### config.mk
export PLATFORM = sky130hd
export DESIGN_NAME = uart_rx_oversampled
export DESIGN_NICKNAME = d
export VERILOG_FILES = /design/src/rtl/uart_pkg.sv /design/src/rtl/uart_baud_tick.sv /design/src/rtl/uart_rx_oversampled.sv
export SDC_FILE = /design/constraint.sdc
export NUM_CORES = 1
export LEC_CHECK = 0
export CORE_MARGIN = 5
export CORE_UTILIZATION = 55
export DETAILED_ROUTE_END_ITERATION = 6
export HOLD_SLACK_MARGIN = 0.03
export PLACE_DENSITY = 0.78
export SETUP_SLACK_MARGIN = 0.05
export SYNTH_ARGS = -nofsm -noshare
export SYNTH_HDL_FRONTEND = slang
export SYNTH_SLANG_ARGS = --single-unit
### constraint.sdc
create_clock -name clk -period 3.9 [get_ports clk]
set_clock_uncertainty 0.1 [all_clocks]
set_input_delay 0.585 -clock clk [delete_from_list [all_inputs] [get_ports clk]]
set_output_delay 0.585 -clock clk [all_outputs]
set_load 0.005 [all_outputs]
### src/rtl/uart_pkg.sv
// Shared types and helpers for the UART receive/transmit blocks.
package uart_pkg;

  localparam int MAX_DATA_BITS = 9;

  typedef enum logic [2:0] {
    IDLE   = 3'd0,
    START  = 3'd1,
    DATA   = 3'd2,
    PARITY = 3'd3,
    STOP1  = 3'd4,
    STOP2  = 3'd5
  } rx_state_t;

  // Zero-extended data does not change the XOR reduction, so one width serves 5..9 bits.
  function automatic logic calc_parity(input logic [MAX_DATA_BITS-1:0] data, input logic odd);
    return (^data) ^ odd;
  endfunction

endpackage

### src/rtl/uart_baud_tick.sv
// Oversample tick generator: one-clk tick every brd+1 clk, divisor reloaded at each tick.
module uart_baud_tick #(
  parameter int BRD_W = 16
) (
  input  logic             clk,
  input  logic             reset,
  input  logic [BRD_W-1:0] brd,
  output logic             tick
);

  logic [BRD_W-1:0] cnt;
  logic [BRD_W-1:0] lim;

  // lim holds the divisor in use so a brd change only lands after the current tick
  always_ff @(posedge clk or negedge reset) begin
    if (!reset) begin
      cnt  <= '0;
      lim  <= '0;
      tick <= 1'b0;
    end else if (cnt == lim) begin
      cnt  <= '0;
      lim  <= brd;
      tick <= 1'b1;
    end else begin
      cnt  <= cnt + 1'b1;
      tick <= 1'b0;
    end
  end

endmodule

### src/rtl/uart_rx_oversampled.sv
// Oversampled UART receiver with mid-bit 3-sample voting, optional parity/2 stop bits,
// and a one-deep valid/ready holding register with sticky overrun.
module uart_rx_oversampled
  import uart_pkg::*;
#(
  parameter int DATA_BITS  = 8,
  parameter int OVERSAMPLE = 16,
  parameter int BRD_W      = 16
) (
  input  logic                 clk,
  input  logic                 reset,
  input  logic                 rx_in,
  input  logic [BRD_W-1:0]     brd,
  input  logic                 parity_en,
  input  logic                 parity_odd,
  input  logic                 two_stop,
  output logic [DATA_BITS-1:0] data_out,
  output logic                 valid,
  input  logic                 ready,
  output logic                 parity_err,
  output logic                 frame_err,
  output logic                 overrun,
  output logic                 busy
);

  localparam int SCW = $clog2(OVERSAMPLE);
  localparam int BCW = 4;
  localparam logic [SCW-1:0] SC_V0   = SCW'(OVERSAMPLE/2 - 1);
  localparam logic [SCW-1:0] SC_V1   = SCW'(OVERSAMPLE/2);
  localparam logic [SCW-1:0] SC_V2   = SCW'(OVERSAMPLE/2 + 1);
  localparam logic [SCW-1:0] SC_LAST = SCW'(OVERSAMPLE - 1);
  localparam logic [BCW-1:0] BC_LAST = BCW'(DATA_BITS - 1);

  rx_state_t            state_q, state_d;
  logic                 tick;
  logic                 sync1, rx_s;
  logic [SCW-1:0]       sc;
  logic [BCW-1:0]       bit_cnt;
  logic                 s0, s1, vote;
  logic                 vote_go, wrap, deliver, start_go;
  logic [DATA_BITS-1:0] shreg;
  logic                 pe_int, fe_int;
  logic                 par_en_q, par_odd_q, two_stop_q;

  uart_baud_tick #(.BRD_W(BRD_W)) u_tick (
    .clk   (clk),
    .reset (reset),
    .brd   (brd),
    .tick  (tick)
  );

  always_ff @(posedge clk or negedge reset) begin
    if (!reset) begin
      sync1 <= 1'b1;
      rx_s  <= 1'b1;
    end else begin
      sync1 <= rx_in;
      rx_s  <= sync1;
    end
  end

  assign vote    = (s0 & s1) | (s0 & rx_s) | (s1 & rx_s);
  assign vote_go = tick && (sc == SC_V2);
  assign wrap    = tick && (sc == SC_LAST);
  assign busy    = (state_q != IDLE);

  always_ff @(posedge clk or negedge reset) begin
    if (!reset) state_q <= IDLE;
    else        state_q <= state_d;
  end

  always_comb begin
    state_d  = state_q;
    deliver  = 1'b0;
    start_go = 1'b0;
    case (state_q)
      IDLE: if (tick && !rx_s) begin
        state_d  = START;
        start_go = 1'b1;
      end
      START: begin
        if (vote_go && vote) state_d = IDLE;
        else if (wrap)       state_d = DATA;
      end
      DATA: if (wrap && bit_cnt == BC_LAST) state_d = par_en_q ? PARITY : STOP1;
      PARITY: if (wrap) state_d = STOP1;
      STOP1: begin
        // Deliver at the vote, not the wrap, so a back-to-back start edge is not missed
        if (vote_go && !two_stop_q) begin
          deliver = 1'b1;
          state_d = IDLE;
        end else if (wrap) begin
          state_d = STOP2;
        end
      end
      STOP2: if (vote_go) begin
        deliver = 1'b1;
        state_d = IDLE;
      end
      default: state_d = IDLE;
    endcase
  end

  always_ff @(posedge clk or negedge reset) begin
    if (!reset) begin
      sc         <= '0;
      bit_cnt    <= '0;
      s0         <= 1'b1;
      s1         <= 1'b1;
      shreg      <= '0;
      pe_int     <= 1'b0;
      fe_int     <= 1'b0;
      par_en_q   <= 1'b0;
      par_odd_q  <= 1'b0;
      two_stop_q <= 1'b0;
    end else begin
      if (state_q == IDLE)  sc <= '0;
      else if (tick)        sc <= (sc == SC_LAST) ? '0 : sc + 1'b1;
      if (tick && sc == SC_V0) s0 <= rx_s;
      if (tick && sc == SC_V1) s1 <= rx_s;
      if (start_go) begin
        par_en_q   <= parity_en;
        par_odd_q  <= parity_odd;
        two_stop_q <= two_stop;
        pe_int     <= 1'b0;
        fe_int     <= 1'b0;
        bit_cnt    <= '0;
      end
      if (state_q == DATA && wrap)    bit_cnt <= bit_cnt + 1'b1;
      if (state_q == DATA && vote_go) shreg <= {vote, shreg[DATA_BITS-1:1]};
      if (state_q == PARITY && vote_go)
        pe_int <= (calc_parity(MAX_DATA_BITS'(shreg), par_odd_q) != vote);
      if ((state_q == STOP1 || state_q == STOP2) && vote_go && !vote) fe_int <= 1'b1;
    end
  end

  always_ff @(posedge clk or negedge reset) begin
    if (!reset) begin
      data_out   <= '0;
      valid      <= 1'b0;
      parity_err <= 1'b0;
      frame_err  <= 1'b0;
      overrun    <= 1'b0;
    end else if (deliver) begin
      if (!valid || ready) begin
        data_out   <= shreg;
        parity_err <= pe_int;
        frame_err  <= fe_int | !vote;   // current stop vote is not yet in fe_int
        valid      <= 1'b1;
        overrun    <= 1'b0;
      end else begin
        overrun <= 1'b1;
      end
    end else if (valid && ready) begin
      valid   <= 1'b0;
      overrun <= 1'b0;
    end
  end

endmodule

* Word-level counts from Yosys, hierarchy flattened
Index checks and enable logic that the tools add are counted.
** Word-level totals
- Word-level logic and storage cells :: 111
- Input port bits :: 23
- Register bits after elaboration :: 73
- Output and inout bits :: 13
** Operators by class
- Add/sub/neg operators :: 3
- Eq/ne operators :: 19
- Mux-type cells :: 30
- Bitwise logic cells :: 7
- Reductions and logical operators :: 31
** Operators with widths (number)
- $mux W3 :: 9
- $mux W4 :: 5
- $pmux W3 S6 :: 1
- $add A16 B1 Y16 const B :: 1
- $eq A16 B16 Y1 :: 1
- $mux W16 :: 1
- $logic_and A1 B1 Y1 :: 14
- $mux W1 :: 13
- $eq A4 B4 Y1 const B :: 3
- $reduce_bool A2 Y1 :: 5
- $reduce_xor A9 Y1 :: 1
- $add A4 B1 Y4 const B :: 2
- $eq A4 B3 Y1 const B :: 2
- $ne A2 B2 Y1 const B :: 4
- $eq A3 B2 Y1 const B :: 2
- $eq A3 B3 Y1 const B :: 2
- $ne A3 B3 Y1 const B :: 2
- $reduce_and A6 Y1 :: 1
- $logic_not A1 Y1 :: 4
- $reduce_and A2 Y1 :: 2
- $and A1 B1 Y1 :: 3
- $eq A3 B1 Y1 const B :: 1
- $logic_not A3 Y1 :: 1
- $or A1 B1 Y1 :: 3
- 6 further kinds :: 7

* Logic depth before layout (Yosys ltp)
Gate-level depths: netlist of run 1.
- Word-level depth :: 7
- Gate-level depth with buffers :: 8

* Hierarchy
Synthesis of run 1 repeated with hierarchy kept, for this count alone.
** Second synthesis, totals
- Cell total of the unflattened synthesis :: 298
- Area, all modules :: 3559.7 µm²
** By module, submodules not included
- uart_rx_oversampled :: times used 1, area an instance 1949.4 µm², sequential area each 1006.0 µm², cells an instance 167
- uart_baud_tick :: times used 1, area an instance 1610.3 µm², sequential area each 825.8 µm², cells an instance 131

* Least setup slack after synthesis of run 1
OpenSTA, ideal clock, no wires.
- Kind :: reg2reg
- Start point :: reg sc[0]
- End point :: reg state_q[0]
- Cell stages (with the launch flop) :: 6
- Path buffers :: 0
- Setup time :: 0.128 ns
- Required time :: 3.672 ns
- Arrival :: 1.800 ns
- Path slack :: 1.872 ns
- Cell sequence :: dfrtp_1 -> ha_1 -> and4_1 -> or4_1 -> nand3_2 -> mux2_1
** On the way
- Cells in the longest elaborated chain, start to end :: 5
- Elaborated cells between the ends (all ways) :: 16
- Those cells by class :: eq/ne (7); mux (3); reduce/logical (6)
** Ends and longest elaborated chain
- start: declaration :: RTL line uart_rx_oversampled.sv:37 : logic [SCW-1:0] sc;
- start signal: assignment :: RTL line uart_rx_oversampled.sv:118 : else if (tick) sc <= (sc == SC_LAST) ? '0 : sc + 1'b1;
- $eq A4 B4 Y1, on equally long branches :: RTL line uart_rx_oversampled.sv:63, uart_rx_oversampled.sv:64
- $logic_and A1 B1 Y1, on equally long branches :: RTL line uart_rx_oversampled.sv:63, uart_rx_oversampled.sv:64
- $logic_and A1 B1 Y1, on equally long branches :: RTL line uart_rx_oversampled.sv:89, uart_rx_oversampled.sv:82, uart_rx_oversampled.sv:85
- $ne A3 B3 Y1 (no line) (tied with other cells)
- $reduce_and A6 Y1 (no line) / $pmux W3 S6 (equally long branches)
- end signal: assignment :: RTL line uart_rx_oversampled.sv:69 : else state_q <= state_d;
- end: declaration :: RTL line uart_rx_oversampled.sv:34 : rx_state_t state_q, state_d;
Several ways; a longest one is shown, not always the timed one.
A chain may end at the register's enable or synchronous reset.

* Worst setup path after layout of run 1
- Start point :: reg sc[1]
- End point :: reg parity_err
** On the way
- Cells in the longest elaborated chain, start to end :: 6
- Elaborated cells between the ends (all ways) :: 7
- Those cells by class :: eq/ne (1); mux (3); reduce/logical (3)
** Ends and longest elaborated chain
- $eq A4 B4 Y1 * :: RTL line uart_rx_oversampled.sv:63 : assign vote_go = tick && (sc == SC_V2);
- $logic_and A1 B1 Y1 * :: RTL line uart_rx_oversampled.sv:63
- $logic_and A1 B1 Y1 :: RTL line uart_rx_oversampled.sv:89 : if (vote_go && !two_stop_q) begin
- $mux W1 :: RTL line uart_rx_oversampled.sv:89
- $pmux W1 S2 * :: RTL line uart_rx_oversampled.sv:76 : case (state_q)
- $reduce_and A2 Y1 (no line) *
- end signal: assignment :: RTL line uart_rx_oversampled.sv:147 : parity_err <= pe_int;
- end: declaration :: RTL line uart_rx_oversampled.sv:20 : output logic parity_err,
Mark *: on every way between the ends. The rest lies on a longest branch, timed or not.

==> impl_metrics.env, run 1 <==
export IMPL_max_cap_violations=0
export IMPL_p_sw_w=0.000481
export IMPL_avgViaCountPerCell=5.50
export IMPL_num_fill_cells=468
export IMPL_cp_max_fo=11
export IMPL_ant_nets=0
export IMPL_cts_tree="yes"
export IMPL_slew_headroom_pct=29.9
export IMPL_drt_iter0_drc=67
export IMPL_synth_edf_count=0
export IMPL_ioPinCount=36
export IMPL_ys_ff_latch=73
export IMPL_gp_congestion=0.785
export IMPL_power_frac_clock_pct=33.9
export IMPL_overflow=0
export IMPL_final_hold_viol_count=0
export IMPL_place_port_buffers=35
export IMPL_setup_viol=0
export IMPL_yosysWarnings=0
export IMPL_multi_input_area_um2=1540
export IMPL_grt_pass1_wl_mm=10.3
export IMPL_postCtsHoldBufs=0
export IMPL_worst_path_largest_cell_delay_ps=840
export IMPL_end_kind="flop"
export IMPL_hpwl_mm=4.28
export IMPL_crit_chain="inv_1, ha_1, and4b_1, nand3_1, a21oi_1, mux2_2"
export IMPL_status="complete, no violations"
export IMPL_grt_pass1_vias=2273
export IMPL_cts_made_buffers=9
export IMPL_seqPwrFrac_pct=51.0
export IMPL_cts_setup_buffers=0
export IMPL_root_buffer="clkbuf_8"
export IMPL_antenna_found_initial=0
export IMPL_netlist_cell_type_count=44
export IMPL_cts_resized=0
export IMPL_post_route_period_util_pct=66.7
export IMPL_grt_total_usage_pct=16.9
export IMPL_antenna_cells=0
export IMPL_routedWlPerCell_um=14.5
export IMPL_synth_area_leaders="dfrtp_1, mux2_2, xnor2_1"
export IMPL_first_pass_iters=4
export IMPL_clk_path_buf_depth=2
export IMPL_drv_slew=0
export IMPL_core_um2=6030
export IMPL_ys_top_cells_by_count="dfrtp_1, mux2_2, xnor2_1"
export IMPL_synth_largest_area_cell="dfrtp_1"
export IMPL_drive_above_1_share_pct=19.7
export IMPL_path_clk_slew_ps=80
export IMPL_peakVddDrop_mv=0.266
export IMPL_wirelength_mm=5.95
export IMPL_synth_area_per_cell_um2=11.9
export IMPL_syn_nets=318
export IMPL_synth_area_um2=3450
export IMPL_cts_num_sinks=73
export IMPL_finalHoldWorstSlack_ps=237
export IMPL_power_density_nw_per_um2=424
export IMPL_power_frac_comb_pct=15.1
export IMPL_timing_critical_path_from_type="flop"
export IMPL_area_delta_synth_final_pct=17.4
export IMPL_r2r_slack_ps=1300
export IMPL_p_int_w=0.00124
export IMPL_rsz0062_at_grt="no"
export IMPL_initial_core_util_pct=57.3
export IMPL_seq_area_frac_synth_pct=53.0
export IMPL_synth_ff_type="dfrtp_1"
export IMPL_die_width_um=89.3
export IMPL_routed_via_count=2253
export IMPL_period_needed_ps=2600
export IMPL_worstSkewPairLatency_ps=340
export IMPL_cp_slowest_cell="a21oi_1"
export IMPL_dieArea_um2=7970
export IMPL_cp_top_family="compound AO/OA/AOI/OAI gates"
export IMPL_fin_nets=358
export IMPL_netSwitchingFraction_pct=27.9
export IMPL_synthCells=290
export IMPL_drc=0
export IMPL_finalSetupTns_ps=0
export IMPL_worst_pin_slew_ps=1050
export IMPL_cp_arrival_ps=2730
export IMPL_cp_required_ps=4030
export IMPL_p_leak_nw=1.75
export IMPL_register_area_um2=1830
export IMPL_grt_max_degree=39
export IMPL_yosys_cell_count_top_type="dfrtp_1"
export IMPL_hold_path_class="in -> async"
export IMPL_max_freq_mhz=384
export IMPL_fp_dieH_um=89.3
export IMPL_rows=28
export IMPL_synth_top_area_share_pct=50.0
export IMPL_path_class="reg -> reg"
export IMPL_ctsHtreeMaxLevel=3
export IMPL_crit_buf_inv=1
export IMPL_synthArstFlopShare_pct=100
[power by group through the flow]
stage               Sequential, W  Combinational, W  Clock (W)
CTS                      0.000878          0.000264   0.000599
detailed placement       0.000892          0.000263          0
finish                   0.000878          0.000260   0.000583
global route             0.000888          0.000289   0.000633
global placement         0.000890          0.000258          0
floorplan                0.000857          0.000209          0
[routing by layer]
metal  share of wire (%)  vias up  global-route usage [%]  routed length [um]
li1                    -     1088                       -                   -
met1                  43     1111                    20.8                2580
met2                  51       43                    28.9                3020
met3                 3.9       11                    3.04                 230
met4                 2.0        0                    7.71                 121
met5                   0        -                       0                   0
[flip-flops by register name, summed over array words and instances (netlist names), 3 cells and up]
name / flops
state_q: 3
bit_cnt: 4
u_tick.cnt: 16
u_tick.lim: 16
shreg: 8
sc: 4
data_out: 8
[stage by stage]
stage          cells  instance area [um^2]  util (%)  total power, W  setup slack, ps
6_report         410                  4060      67.3         0.00172             1300
5_1_grt          410                  4060      67.3         0.00181             1090
4_1_cts          410                  4060      67.3         0.00174             1270
3_5_place_dp     394                  3860      64.1         0.00115             1280
3_3_place_gp     394                  3860      64.1         0.00115             1340
2_1_floorplan    290                  3450         -         0.00107             1870
[layout make-up]
type | instances | share of cell area (%)
Clock buffer | 10 | 3.15
Clock inverter | 6 | 1.63
Inverter | 9 | 0.833
Multi-Input combinational cell | 199 | 37.8
Sequential cell | 73 | 45.2
Tap cell | 75 | 2.31
Timing Repair Buffer | 38 | 9.07
[cell families after synthesis]
family / synth area share [%]
DFF: 53.0
and+or+nand+nor: 14.1
buffers and inverters: 2.54
xor gates and xnor gates: 10.1
muxes: 13.9
AOI/OAI and AO/OA: 4.16
adders and majority gates: 2.10
[worst paths after layout]
check / startpoint / endpoint / cells after the start
worst max-delay path: sc[1] / parity_err / 6
worst min-delay path: reset / state_q[1] / 1
worst max register to register: sc[1] / parity_err / 6
worst min register to register: sync1 / rx_s / 0
max in group asynchronous: reset / rx_s / 2
min in group clk: sync1 / rx_s / 0
[cell usage in the layout, fill, tap and decap left out, drive strengths merged, types with 2 or more instances in the layout]
master	n
nand4	6
or4	2
clkinvlp	3
a21oi	6
nor2	23
mux2	40
ha	5
clkbuf	10
nor4	2
nand2b	5
o31ai	2
and4	2
dfstp	4
o21ai	7
nand3b	2
mux2i	3
nor2b	3
nor3	3
nand3	14
buf	4
and3	3
dfrtp	69
a31oi	2
xnor2	30
nand2	16
nand4b	3
inv	10
xor2	10
clkdlybuf4s50	34
Power figures use the tool's default switching activity.
==> inputs of run 2 (changes only) <==
Settings changed: CORE_UTILIZATION 55 to 51, PLACE_DENSITY 0.78 to 0.76.
Clock period 3.9 ns to 2.26 ns, I/O delays scaled along.
==> impl_metrics.env, run 2 (synthesis gave the netlist of run 1 again) <==
export IMPL_hold_path_class="reg -> reg"
export IMPL_worstReg2RegEnd="state_q[1]"
export IMPL_power_density_nw_per_um2=767
export IMPL_power_frac_clock_pct=37.6
export IMPL_max_freq_mhz=472
export IMPL_layout_commonest_cell="dfrtp_1"
export IMPL_drc=0
export IMPL_antenna_cells=0
export IMPL_root_buffer="clkbuf_8"
export IMPL_place_ws_ps=149
export IMPL_drt_iter0_drc=64
export IMPL_wirelength_mm=5.92
export IMPL_num_fill_cells=543
export IMPL_seqPwrFrac_pct=47.5
export IMPL_setup_slack_ps=139
export IMPL_clk_path_buf_depth=2
export IMPL_cts_made_buffers=9
export IMPL_multi_input_area_um2=1540
export IMPL_initial_core_util_pct=51.7
export IMPL_final_hold_viol_count=0
export IMPL_cts_tree="yes"
export IMPL_power_frac_comb_pct=14.8
export IMPL_finish_utilization_pct=62.9
export IMPL_register_area_um2=1830
export IMPL_peakVddDrop_mv=0.364
export IMPL_cp_max_fo=4
export IMPL_placedInstanceArea_um2=3950
export IMPL_avgViaCountPerCell=5.27
export IMPL_drv_slew=0
export IMPL_rsz0062_at_grt="yes"
export IMPL_period_needed_ps=2120
export IMPL_routed_via_count=2226
export IMPL_worstSkewPairLatency_ps=340
export IMPL_setup_viol=0
export IMPL_worst_pin_slew_ps=464
export IMPL_min_path_cells=0
export IMPL_p_int_w=0.00241
export IMPL_dieArea_um2=8520
export IMPL_netSwitchingFraction_pct=25.1
export IMPL_reg_top3="u_tick.cnt: 16 flops, u_tick.lim: 16 flops"
export IMPL_status="complete, no violations"
export IMPL_cts_setup_buffers=0
export IMPL_area_delta_synth_final_pct=21.6
export IMPL_holdPathEnd="rx_s"
export IMPL_finalSetupTns_ps=0
export IMPL_end_kind="flop"
export IMPL_overflow=0
export IMPL_path_class="reg -> reg"
export IMPL_timing_critical_path_from_type="flop"
export IMPL_p_leak_nw=1.83
export IMPL_cp_arrival_ps=2240
export IMPL_routedWlPerCell_um=14.0
export IMPL_grt_pass1_vias=2245
export IMPL_fin_nets=366
export IMPL_fp_dieH_um=92.3
export IMPL_antenna_found_initial=0
export IMPL_drive_above_1_share_pct=21.9
export IMPL_gp_congestion=0.811
export IMPL_layout_common_cells="dfrtp_1, mux2_2, clkdlybuf4s50_1"
export IMPL_r2r_slack_ps=140
export IMPL_hpwl_mm=4.14
export IMPL_first_pass_iters=4
export IMPL_r2r_cells=7
export IMPL_r2r_start="sc[1]"
export IMPL_cp_required_ps=2380
export IMPL_post_route_period_util_pct=93.8
export IMPL_rows=30
export IMPL_cts_num_sinks=73
export IMPL_die_width_um=92.3
export IMPL_ctsHtreeMaxLevel=3
export IMPL_hp_start="sync1"
export IMPL_slew_headroom_pct=68.8
export IMPL_grt_max_degree=74
export IMPL_grt_total_usage_pct=15.3
export IMPL_core_um2=6680
export IMPL_finalInstanceArea_um2=4200
export IMPL_power_w=0.00322
export IMPL_path_clk_slew_ps=70
export IMPL_max_cap_violations=0
export IMPL_ioPinCount=36
export IMPL_grt_pass1_wl_mm=10.4
export IMPL_ant_nets=0
export IMPL_place_port_buffers=35
export IMPL_p_sw_w=0.000808
-- run 2: power groups by stage --
stage               Combinational, W  Clock [W]  Sequential [W]
global route                0.000533    0.00130         0.00155
CTS                         0.000484    0.00124         0.00153
finish                      0.000477    0.00121         0.00153
global placement            0.000464          0         0.00154
detailed placement          0.000477          0         0.00155
floorplan                   0.000361          0         0.00148
-- run 2: layer usage --
layer	vias up	part of all wire, %	track usage [%]
met4	0	0.81	4.46
met2	40	51	25.7
met1	1073	44	18.6
met5	-	0	0
li1	1105	-	-
met3	8	4.7	5.52
-- run 2: metrics by stage --
step	hold slack, ps	instances
final	257	422
after global routing	272	422
after CTS	260	422
after detailed placement	250	406
after global placement	247	406
after floorplan	-56.6	290
-- run 2: area by class of cell --
class	instances	area share [%]
repair buffers	46	10.8
clock inverters	5	2.47
clock buffers	10	3.28
multi-input cells	199	36.6
flip-flops and latches	73	43.6
inverters	9	0.804
well taps	80	2.38
-- run 2: how the worst max path moves through the flow --
| stage | start | to | cells after the start |
|---|---|---|---|
| 6_report | sc[1] | state_q[1] | 7 |
| 5_1_grt | sc[1] | state_q[0] | 7 |
| 4_1_cts | state_q[0] | busy | 3 |
| 3_5_place_dp | sc[0] | state_q[1] | 5 |
| 3_3_place_gp | sc[0] | state_q[1] | 5 |
| 2_1_floorplan | sc[0] | state_q[0] | 5 |
-- run 2: critical path, cell delays in order, from the launching register on --
cell      delay [ps]
dfrtp_1          400
inv_1             90
ha_1             190
nand4b_1         170
nor2_1           100
or4_1            520
nand3_2          110
mux2_1           320
-- run 2: repair_timing --
action / in CTS / in global routing
hold buffers: 1 / 0
gates resized for setup: 0 / 2
endpoints found under the setup margin: 0 / 3
hold endpoints to repair: 69 / 0
==> RTL change, RTL diff (flow settings as in run 1) <==
Set the parameter `OVERSAMPLE` to 8 (it was 16).
--- a/src/rtl/uart_rx_oversampled.sv
+++ b/src/rtl/uart_rx_oversampled.sv
@@ -6,3 +6,3 @@
   parameter int DATA_BITS  = 8,
-  parameter int OVERSAMPLE = 16,
+  parameter int OVERSAMPLE = 8,
   parameter int BRD_W      = 16
Function: changed (a bounded check fails within 10 cycles, from zero or initial values and one cycle with reset low).
==> RTL change against run 1 <==
Synthesized area is 0.87% higher. Die area is 0.77% higher. First-iteration DRC count is 48% higher. Power is 0.23% higher. Core utilization is 1.8 points lower. Sequential cell count is 1 lower. Worst setup slack better by 0.032 ns. Sequential share of layout area is 0.96 points lower. Synthesized cell count stayed put. Non-clock buffer count stayed put. Wire length is 3.6% higher. Cell area is 0.77% higher. Critical path type is now reg -> out. Largest cell class unchanged. Largest power group unchanged.
==> RTL change: results (changes against run 1) <==
Yosys
  • Most area-consuming cells after synthesis: dfrtp_1 (49%), mux2_2 (13%), xnor2_1 (6.0%), dfstp_2 (3.0%), xor2_1 (2.8%)
  • Post-synth top cells: dfrtp_1 (68), mux2_2 (40), xnor2_1 (24), nor2_1 (20), nand2_1 (12)
  • Post-synth ARST share: 100.0% (unchanged)
  • Syn_nets: 320 (+0.63%)
  • Count of cell types in the netlist: 52 (+18%)
  • Syn. warnings: 0 (unchanged)
  • Top cell type by total area after synthesis: dfrtp_1
  • Sequential fraction of the synthesis area: 51.85% (-1.2 points)

Clock tree
  • Clock Tree Buf Depth: 2 (unchanged)
  • Post_cts resized: 0 (unchanged)
  • Num CTS Buffers: 9 (unchanged)
  • H-tree Lvls: 3 (unchanged)
  • Clock slew at the register clock pins of the worst setup and hold paths: 0.08 ns (about the same)
  • Clk root buf: clkbuf_8
  • Skew-Pair Late Insertion Delay: 0.34 ns (about the same)

Place
  • Gp weighted congestion: 0.9062 (+15%)
  • Dpl hpwl: 4391 um (+2.6%)
  • PortBufs: 35 (unchanged)

Run status
  • Status: finished, final reports clean

Worst setup path
  • CP max stage delay: 0.53 ns (-0.31 ns)
  • Launching point of the worst reg2reg path: sc[1]
  • Reg-to-reg slack, setup: 1.71 ns (+0.41 ns)
  • Critical path arrival: 1.89 ns (-0.84 ns)
  • R2r endpoint: data_out[1]
  • Critical path peak fanout: 14 (+3)
  • R2R cell count: 6 (unchanged)
  • Delay-heaviest family, CP: buffers and inverters
  • Slowest CP cell: dfrtp_1

Pwr
  • Worst vdd ir: 291.0 uV (+9.3%)
  • Leak: 0.001789 uW (+2.3%)

Global route
  • First-pass GRT wire length: 10670 um (+3.5%)
  • Vias in the first global route: 2289 (+0.70%)
  • Gr usage total: 17.31% (+0.41 points)
  • Largest net degree at the start of global routing: 40 (+2.6%)

Timing
  • Hold slack: 0.2009 ns (-0.03585 ns)
  • Slew headroom: 50.04% (+20 points)

Finish
  • Top Registers: u_tick.cnt (16), u_tick.lim (16)
  • Layout cells sized above 1: 21.62% (+1.9 points)
  • Final #Nets: 358 (unchanged)
  • Antenna Cells: 0 (unchanged)

Routing
  • TritonRoute pass-1 iters: 4 (unchanged)
  • Routed WL: 6164 um (+3.6%)
  • DR vias: 2245 (-0.36%)
  • Initial drt markers: 99 (+48%)

Min path
  • Worst min-delay path class: in -> async
[RTL change: through the flow]
stage               worst slack [ns]  instances  cell area (um2)
floorplan                      1.881        290             3485
global placement               1.767        394             3881
detailed placement             1.730        394             3881
CTS                            1.328        410             4088
global route                   1.152        410             4088
finish                         1.330        410             4088
[RTL change: report_power, final]
| part | leakage, uW | switching, uW | internal [uW] | total (uW) |
|---|---|---|---|---|
| sequential | 0.000935 | 82.9 | 790 | 873 |
| clock | 0.000102 | 284 | 315 | 598 |
| combinational | 0.000751 | 118 | 137 | 254 |
| total | 0.00179 | 484 | 1240 | 1730 |
[RTL change: cell type report]
cell class                 count  area [um2]
clock inverter                 6       68.82
sequential                    72        1807
tap                           77       96.34
timing repair buffer          38       367.9
fill                         498        2153
clock buffer                  10       137.6
inverter                      11       41.29
multi-input combinational    196        1569
[RTL change: worst max-delay path by stage]
| stage | start | endpoint | depth (start not counted) |
|---|---|---|---|
| detailed placement | state_q[0] | busy | 3 |
| global placement | state_q[0] | busy | 3 |
| floorplan | sc[0] | state_q[2] | 6 |
| global route | state_q[0] | busy | 3 |
| finish | state_q[0] | busy | 3 |
| CTS | state_q[0] | busy | 3 |
[RTL change: metal layers]
metal,part of all wire (%),up-vias,track usage [%]
met1,43,1104,22.35
met3,5.1,8,4.288
met5,0,-,0
met4,1.1,0,6.360
li1,-,1085,-
met2,51,48,28.32
[RTL change: kinds of logic (layout without fill, tap and decap cells)]
group                    after synthesis  after routing  synth area share, %
adder cells (fa/ha/maj)                8              8                2.836
multiplexers                          43             43                13.79
XOR/XNOR                              36             36                9.443
AO/OA/AOI/OAI                         32             32                6.571
flip-flops                            72             72                51.85
buffers and inverters                 22             65                3.124
AND/OR/NAND/NOR                       77             77                12.39
